**config.mk**
```make
export PLATFORM = sky130hd
export DESIGN_NAME = flag_window_counter_flat
export DESIGN_NICKNAME = d
export VERILOG_FILES = /design/src/rtl/flag_window_counter_if.sv /design/src/rtl/flag_window_counter.sv /design/src/flat_wrapper.sv
export SDC_FILE = /design/constraint.sdc
export NUM_CORES = 1
export LEC_CHECK = 0
export BUFFER_PORTS_ARGS = -buffer_cell sky130_fd_sc_hd__buf_2
export CORE_MARGIN = 1.5
export CORE_UTILIZATION = 50
export CTS_CLUSTER_SIZE = 20
export DETAILED_ROUTE_END_ITERATION = 10
export GPL_ROUTABILITY_DRIVEN = 0
export PLACE_DENSITY = 0.76
export RECOVER_POWER = 25
export SYNTH_ARGS = -nofsm -noshare
export SYNTH_HDL_FRONTEND = slang
export SYNTH_SLANG_ARGS = --single-unit
```
**constraint.sdc**
```tcl
create_clock -name clk -period 2 [get_ports clk]
set_input_delay 0.4 -clock clk [delete_from_list [all_inputs] [get_ports clk]]
set_output_delay 0.4 -clock clk [all_outputs]
set_load 0.05 [all_outputs]
```
**src/rtl/flag_window_counter_if.sv**
```systemverilog
// Bundles the detector-side input and the windowed report outputs of flag_window_counter.
interface flag_window_counter_if #(
    parameter int CNT_W = 8
);
    // No backpressure: cnt_valid is a single-cycle strobe and the consumer must take
    // cnt_out/sat in that cycle (they stay held until the next report anyway).
    logic             enable;
    logic             flag_in;
    logic [CNT_W-1:0] cnt_out;
    logic             cnt_valid;
    logic             sat;
    logic             busy;
    logic             dbg_state;

    modport master (
        output enable, flag_in,
        input  cnt_out, cnt_valid, sat, busy, dbg_state
    );

    modport slave (
        input  enable, flag_in,
        output cnt_out, cnt_valid, sat, busy, dbg_state
    );
endinterface

```
**src/rtl/flag_window_counter.sv**
```systemverilog
// Counts flag_in hits over back-to-back windows of WIN_LEN cycles and reports a
// saturating count with a one-cycle strobe at the end of each window.
module flag_window_counter #(
    parameter int WIN_LEN = 16,
    parameter int CNT_W   = 8
) (
    input  logic                 clk,
    input  logic                 rst_n,
    flag_window_counter_if.slave bus
);
    localparam int IDX_W = (WIN_LEN > 1) ? $clog2(WIN_LEN) : 1;
    localparam logic [IDX_W-1:0] LAST_IDX = IDX_W'(WIN_LEN - 1);
    localparam logic [CNT_W-1:0] CNT_MAX  = {CNT_W{1'b1}};

    typedef enum logic {
        ST_IDLE  = 1'b0,
        ST_COUNT = 1'b1
    } state_e;

    state_e           state_q, state_d;
    logic [IDX_W-1:0] idx_q, idx_d;
    logic [CNT_W-1:0] acc_q, acc_d;
    logic [CNT_W-1:0] cnt_out_q, cnt_out_d;
    logic             valid_q, valid_d;
    logic             sat_q, sat_d;
    logic [CNT_W-1:0] acc_inc;

    // Accumulator plus this edge's sample, clamped so it never wraps.
    always_comb begin
        acc_inc = acc_q;
        if (bus.flag_in && (acc_q != CNT_MAX)) begin
            acc_inc = acc_q + CNT_W'(1);
        end
    end

    always_ff @(posedge clk or negedge rst_n) begin
        if (!rst_n) begin
            state_q   <= ST_IDLE;
            idx_q     <= '0;
            acc_q     <= '0;
            cnt_out_q <= '0;
            valid_q   <= 1'b0;
            sat_q     <= 1'b0;
        end else begin
            state_q   <= state_d;
            idx_q     <= idx_d;
            acc_q     <= acc_d;
            cnt_out_q <= cnt_out_d;
            valid_q   <= valid_d;
            sat_q     <= sat_d;
        end
    end

    always_comb begin
        state_d   = state_q;
        idx_d     = idx_q;
        acc_d     = acc_q;
        cnt_out_d = cnt_out_q;
        sat_d     = sat_q;
        valid_d   = 1'b0;
        case (state_q)
            ST_IDLE: begin
                if (bus.enable) begin
                    state_d = ST_COUNT;
                    idx_d   = '0;
                    acc_d   = '0;
                end
            end
            ST_COUNT: begin
                // Dropping enable wins over a coincident last sample: the partial window is discarded.
                if (!bus.enable) begin
                    state_d = ST_IDLE;
                    idx_d   = '0;
                    acc_d   = '0;
                end else if (idx_q == LAST_IDX) begin
                    cnt_out_d = acc_inc;
                    sat_d     = (acc_inc == CNT_MAX);
                    valid_d   = 1'b1;
                    acc_d     = '0;
                    idx_d     = '0;
                end else begin
                    acc_d = acc_inc;
                    idx_d = idx_q + IDX_W'(1);
                end
            end
            default: begin
                state_d = ST_IDLE;
            end
        endcase
    end

    assign bus.cnt_out   = cnt_out_q;
    assign bus.cnt_valid = valid_q;
    assign bus.sat       = sat_q;
    assign bus.busy      = (state_q == ST_COUNT);
    assign bus.dbg_state = state_q;
endmodule

```
**src/flat_wrapper.sv**
```systemverilog
// flat-port wrapper written by rule: the top's interface ports become plain ports
module flag_window_counter_flat 
#(
    parameter int WIN_LEN = 16,
    parameter int CNT_W   = 8
)
  (clk, rst_n, bus_enable, bus_flag_in, bus_cnt_out, bus_cnt_valid, bus_sat, bus_busy, bus_dbg_state);
  flag_window_counter_if #(.CNT_W(CNT_W)) bus_i ();
  input  logic clk;
  input  logic rst_n;
  input wire logic [$bits(bus_i.enable)-1:0] bus_enable;
  input wire logic [$bits(bus_i.flag_in)-1:0] bus_flag_in;
  output wire logic [$bits(bus_i.cnt_out)-1:0] bus_cnt_out;
  output wire logic [$bits(bus_i.cnt_valid)-1:0] bus_cnt_valid;
  output wire logic [$bits(bus_i.sat)-1:0] bus_sat;
  output wire logic [$bits(bus_i.busy)-1:0] bus_busy;
  output wire logic [$bits(bus_i.dbg_state)-1:0] bus_dbg_state;
  assign bus_i.enable = bus_enable;
  assign bus_i.flag_in = bus_flag_in;
  assign bus_cnt_out = bus_i.cnt_out;
  assign bus_cnt_valid = bus_i.cnt_valid;
  assign bus_sat = bus_i.sat;
  assign bus_busy = bus_i.busy;
  assign bus_dbg_state = bus_i.dbg_state;
  flag_window_counter #(.WIN_LEN(WIN_LEN), .CNT_W(CNT_W)) u_core (.clk(clk), .rst_n(rst_n), .bus(bus_i));
endmodule
```
==> results by group <==
Synth
  – Sequential-to-total area share from yosys stat: 0.4665
  – Largest family of logic cells by synthesized area: simple AND/OR/NAND/NOR gates
  – Mapped Cells: 127
  – Yosys cell types: 42
  – Cell Area, Synth: 1234 um^2
  – Synthesis-stage register bit count: 23
  – Syn. warnings: 0
  – Dominant cell type by area after synthesis: dfrtp_1
  – Synth area leaders: dfrtp_1, nand2_1, o21ai_0, nor2_1, nand3_1
  – Post-Synth Simple-Gate Area: 0.2130
  – Syn_area_per_cell: 9.714 um^2
  – Synth Area in Compound Gates: 0.1897
  – Share of the synthesized area in the top cell type: 0.4665
  – Mux share of post-synthesis cell area: 0.03854
  – Syn nets: 133
  – Synth Area in Adders: 0.02028
  – Synth Area in XOR/XNOR: 0.02840

Critical path
  – Crit-path max FO: 10
  – Launching point of the worst reg2reg path: u_core.acc_q[3]
  – Kind of cell adding the most delay to the critical path: compound AO/OA/AOI/OAI gates
  – Critical-path top delay cell: dfrtp_1
  – Reg2Reg Depth: 4
  – CP Capture Point: u_core.bus.sat
  – Worst path max stage delay: 0.55 ns
  – CP Capture Type: flip-flop
  – Worst Setup SP: u_core.acc_q[3]
  – R2r setup slk: 0.1 ns
  – CP cell instances: nand2_2 > o31ai_4 > mux2_2 > o31ai_1
  – CP Launch Type: flip-flop
  – WP depth: 4
  – CP Class: reg2reg
  – Required time of the critical path: 2.22 ns
  – Worst Path Arrival: 2.12 ns
  – Crit path buffers/inverters: 0
  – R2R Path End: u_core.bus.sat

Floorplan
  – DIE WIDTH: 52.67 um
  – Die area: 2774 um^2
  – Area of the core: 2276 um^2
  – Die Y: 52.67 um
  – IO Count: 16
  – Site Rows: 17
  – Starting density of the core: 0.5421

STA
  – Post-route clock period utilization: 0.9500
  – Max transition margin: 0.1934
  – Hold Vio Cnt, Final: 0
  – Peak Freq: 0.5263 GHz
  – Worst-Margin Slew: 1.210 ns
  – Final setup violation count: 0
  – Clock skew: 0.009329 ns
  – Setup tns final: 0 ns
  – RSZ-0062 raised after global routing: false
  – Final Slew Violations: 0
  – Min Tclk post-route: 1.900 ns

Routing
  – Post-DRT Antenna Nets: 0
  – DR DRC count: 0
  – DRT Pass-1 Iters: 4
  – DR WL/cell: 14.29 um
  – Post-Route WL: 2429 um
  – Initial DRC count: 28
  – Via-to-Cell Ratio: 5.876
  – Via count: 999

Cells and area
  – Antenna diodes: 0
  – Filler Cell Count: 200
  – Fin nets: 149
  – Fraction of layout cells with a size suffix above 1: 0.2183
  – Syn-to-layout area delta: 9.534%

Clock tree
  – CTS clk-pin slew, worst paths: 0.13 ns
  – CTS sink cnt: 23
  – Hold-fix buffers at CTS: 0
  – Num CTS Buffers: 3
  – Worst-skew pair later-pin latency: 0.32 ns
  – Clock Path Buffers: 2
  – CTS H-Tree Depth: 1
  – Root Buffer: clkbuf_4
  – CTS tree: done

Power
  – VDD IR max: 0.3659 mV
  – Power per Cell Area: 564.0 nW/um^2
  – Tot Pwr: 0.7621 mW
  – Leakage: 0.6107 nW

GRT
  – Largest net degree at the start of global routing: 24
  – First-pass GRT wire length: 4133 um
  – Number of global-route vias before repair: 880
  – All-layer global routing usage: 0.2041
  – Grt ovf: 0
  – Antenna violations before repair: 0

Placement
  – Number of buffers added on ports: 15
  – DP HPWL: 1782 um

Worst hold path
  – Hold Path Class: in2reg

Outcome
  – Status: finished clean

Run
  – Max_cap viols: 0
## area by class of cell
cell class              instances  area [um^2]  share of cell area
multi-input cells              95        610.6              0.4519
flip-flops and latches         23        575.6              0.4259
repair buffers                 18        95.09             0.07037
well taps                      28        35.03             0.02593
clock buffers                   3        22.52             0.01667
inverters                       2        7.507            0.005556
clock inverters                 1        5.005            0.003704
## kinds of logic (layout without fill, tap and decap cells)
kind of cell / Yosys count / after routing
simple gates: 51 / 51
compound gates: 34 / 34
flops: 23 / 23
buf+inv: 9 / 24
xor+xnor: 4 / 4
mux: 4 / 4
fa+ha+maj: 2 / 2
## metrics by stage
| stage | hold WS [ns] | cells | instance area, um^2 | setup WS, ns | util |
|---|---|---|---|---|---|
| after floorplan | 0.1044 | 127 | 1234 | 0.1110 | - |
| after global placement | 0.3915 | 166 | 1320 | 0.2996 | 0.5800 |
| after detailed placement | 0.4075 | 166 | 1320 | 0.1490 | 0.5800 |
| after CTS | 0.05401 | 170 | 1348 | 0.1151 | 0.5921 |
| after global routing | 0.2894 | 170 | 1351 | 0.03863 | 0.5937 |
| final | 0.2908 | 170 | 1351 | 0.09991 | 0.5937 |
## per-layer routing
metal	global-route usage	up-vias	wire length [um]
li1	-	492	-
met1	0.2829	473	1137
met2	0.3104	32	1160
met3	0.03429	2	116
met4	0.08974	0	15
met5	0	-	0
## placed cells by master (no fill, tap or decap), types with 2 or more instances in the layout
master	instances
a21oi_1	5
mux2_2	2
clkbuf_1	2
o31ai_1	2
buf_2	13
o21ai_1	5
nor2_1	9
clkbuf_4	3
a21o_1	3
o21ai_0	8
nand3_1	6
dfrtp_1	23
buf_4	3
nor3_1	3
xnor2_1	3
a22o_1	3
nand4_1	3
nor4_2	2
ha_1	2
nand3_2	2
inv_1	2
nand2_1	18
## sequential cells by signal, summed over array words and instances, names as in the netlist
signal and flops:
u_core.bus.cnt_valid 1, u_core.bus.busy 1, u_core.bus.cnt_out 8, u_core.acc_q 8, u_core.idx_q 4, u_core.bus.sat 1
## cell usage after synthesis, drive strengths merged
cell and n:
and2 1, nor2b 1, xnor2 3, o22a 1, a22o 3, nor2 9
mux2i 1, o2111a 1, a31oi 1, ha 2, a21o 3, xor2 1
a21oi 5, nor4 2, and4 1, o211ai 1, and3 1, nand2b 1
o22ai 1, o31ai 3, nor4b 1, dfrtp 23, nand3 8, nand4 3
inv 2, o21ai 13, o32a 1, buf 4, or2 1, nor3 3
clkbuf 3, nand2 19, mux2 3, o2111ai 1
## worst min path at each step
stage               startpoint                    end  slack, ns  cells after the start
floorplan                rst_n        u_core.acc_q[0]       0.10                      0
global placement         rst_n  u_core.bus.cnt_out[3]       0.39                      1
detailed placement       rst_n  u_core.bus.cnt_out[4]       0.41                      1
CTS                      rst_n  u_core.bus.cnt_out[0]       0.05                      1
global route        bus_enable        u_core.bus.busy       0.29                      1
finish              bus_enable        u_core.bus.busy       0.29                      1
## power by group
group | total (mW) | switching (mW) | internal [mW]
combinational | 0.0622 | 0.0419 | 0.0203
sequential | 0.481 | 0.00985 | 0.472
clock | 0.219 | 0.144 | 0.0748
total | 0.762 | 0.196 | 0.567
## repair_timing
action | 4_1_cts | 5_1_grt
resized for setup | 0 | 1
setup endpoints to repair | 0 | 1
setup buffers | 0 | 0
(Power assumes the default switching activity.)
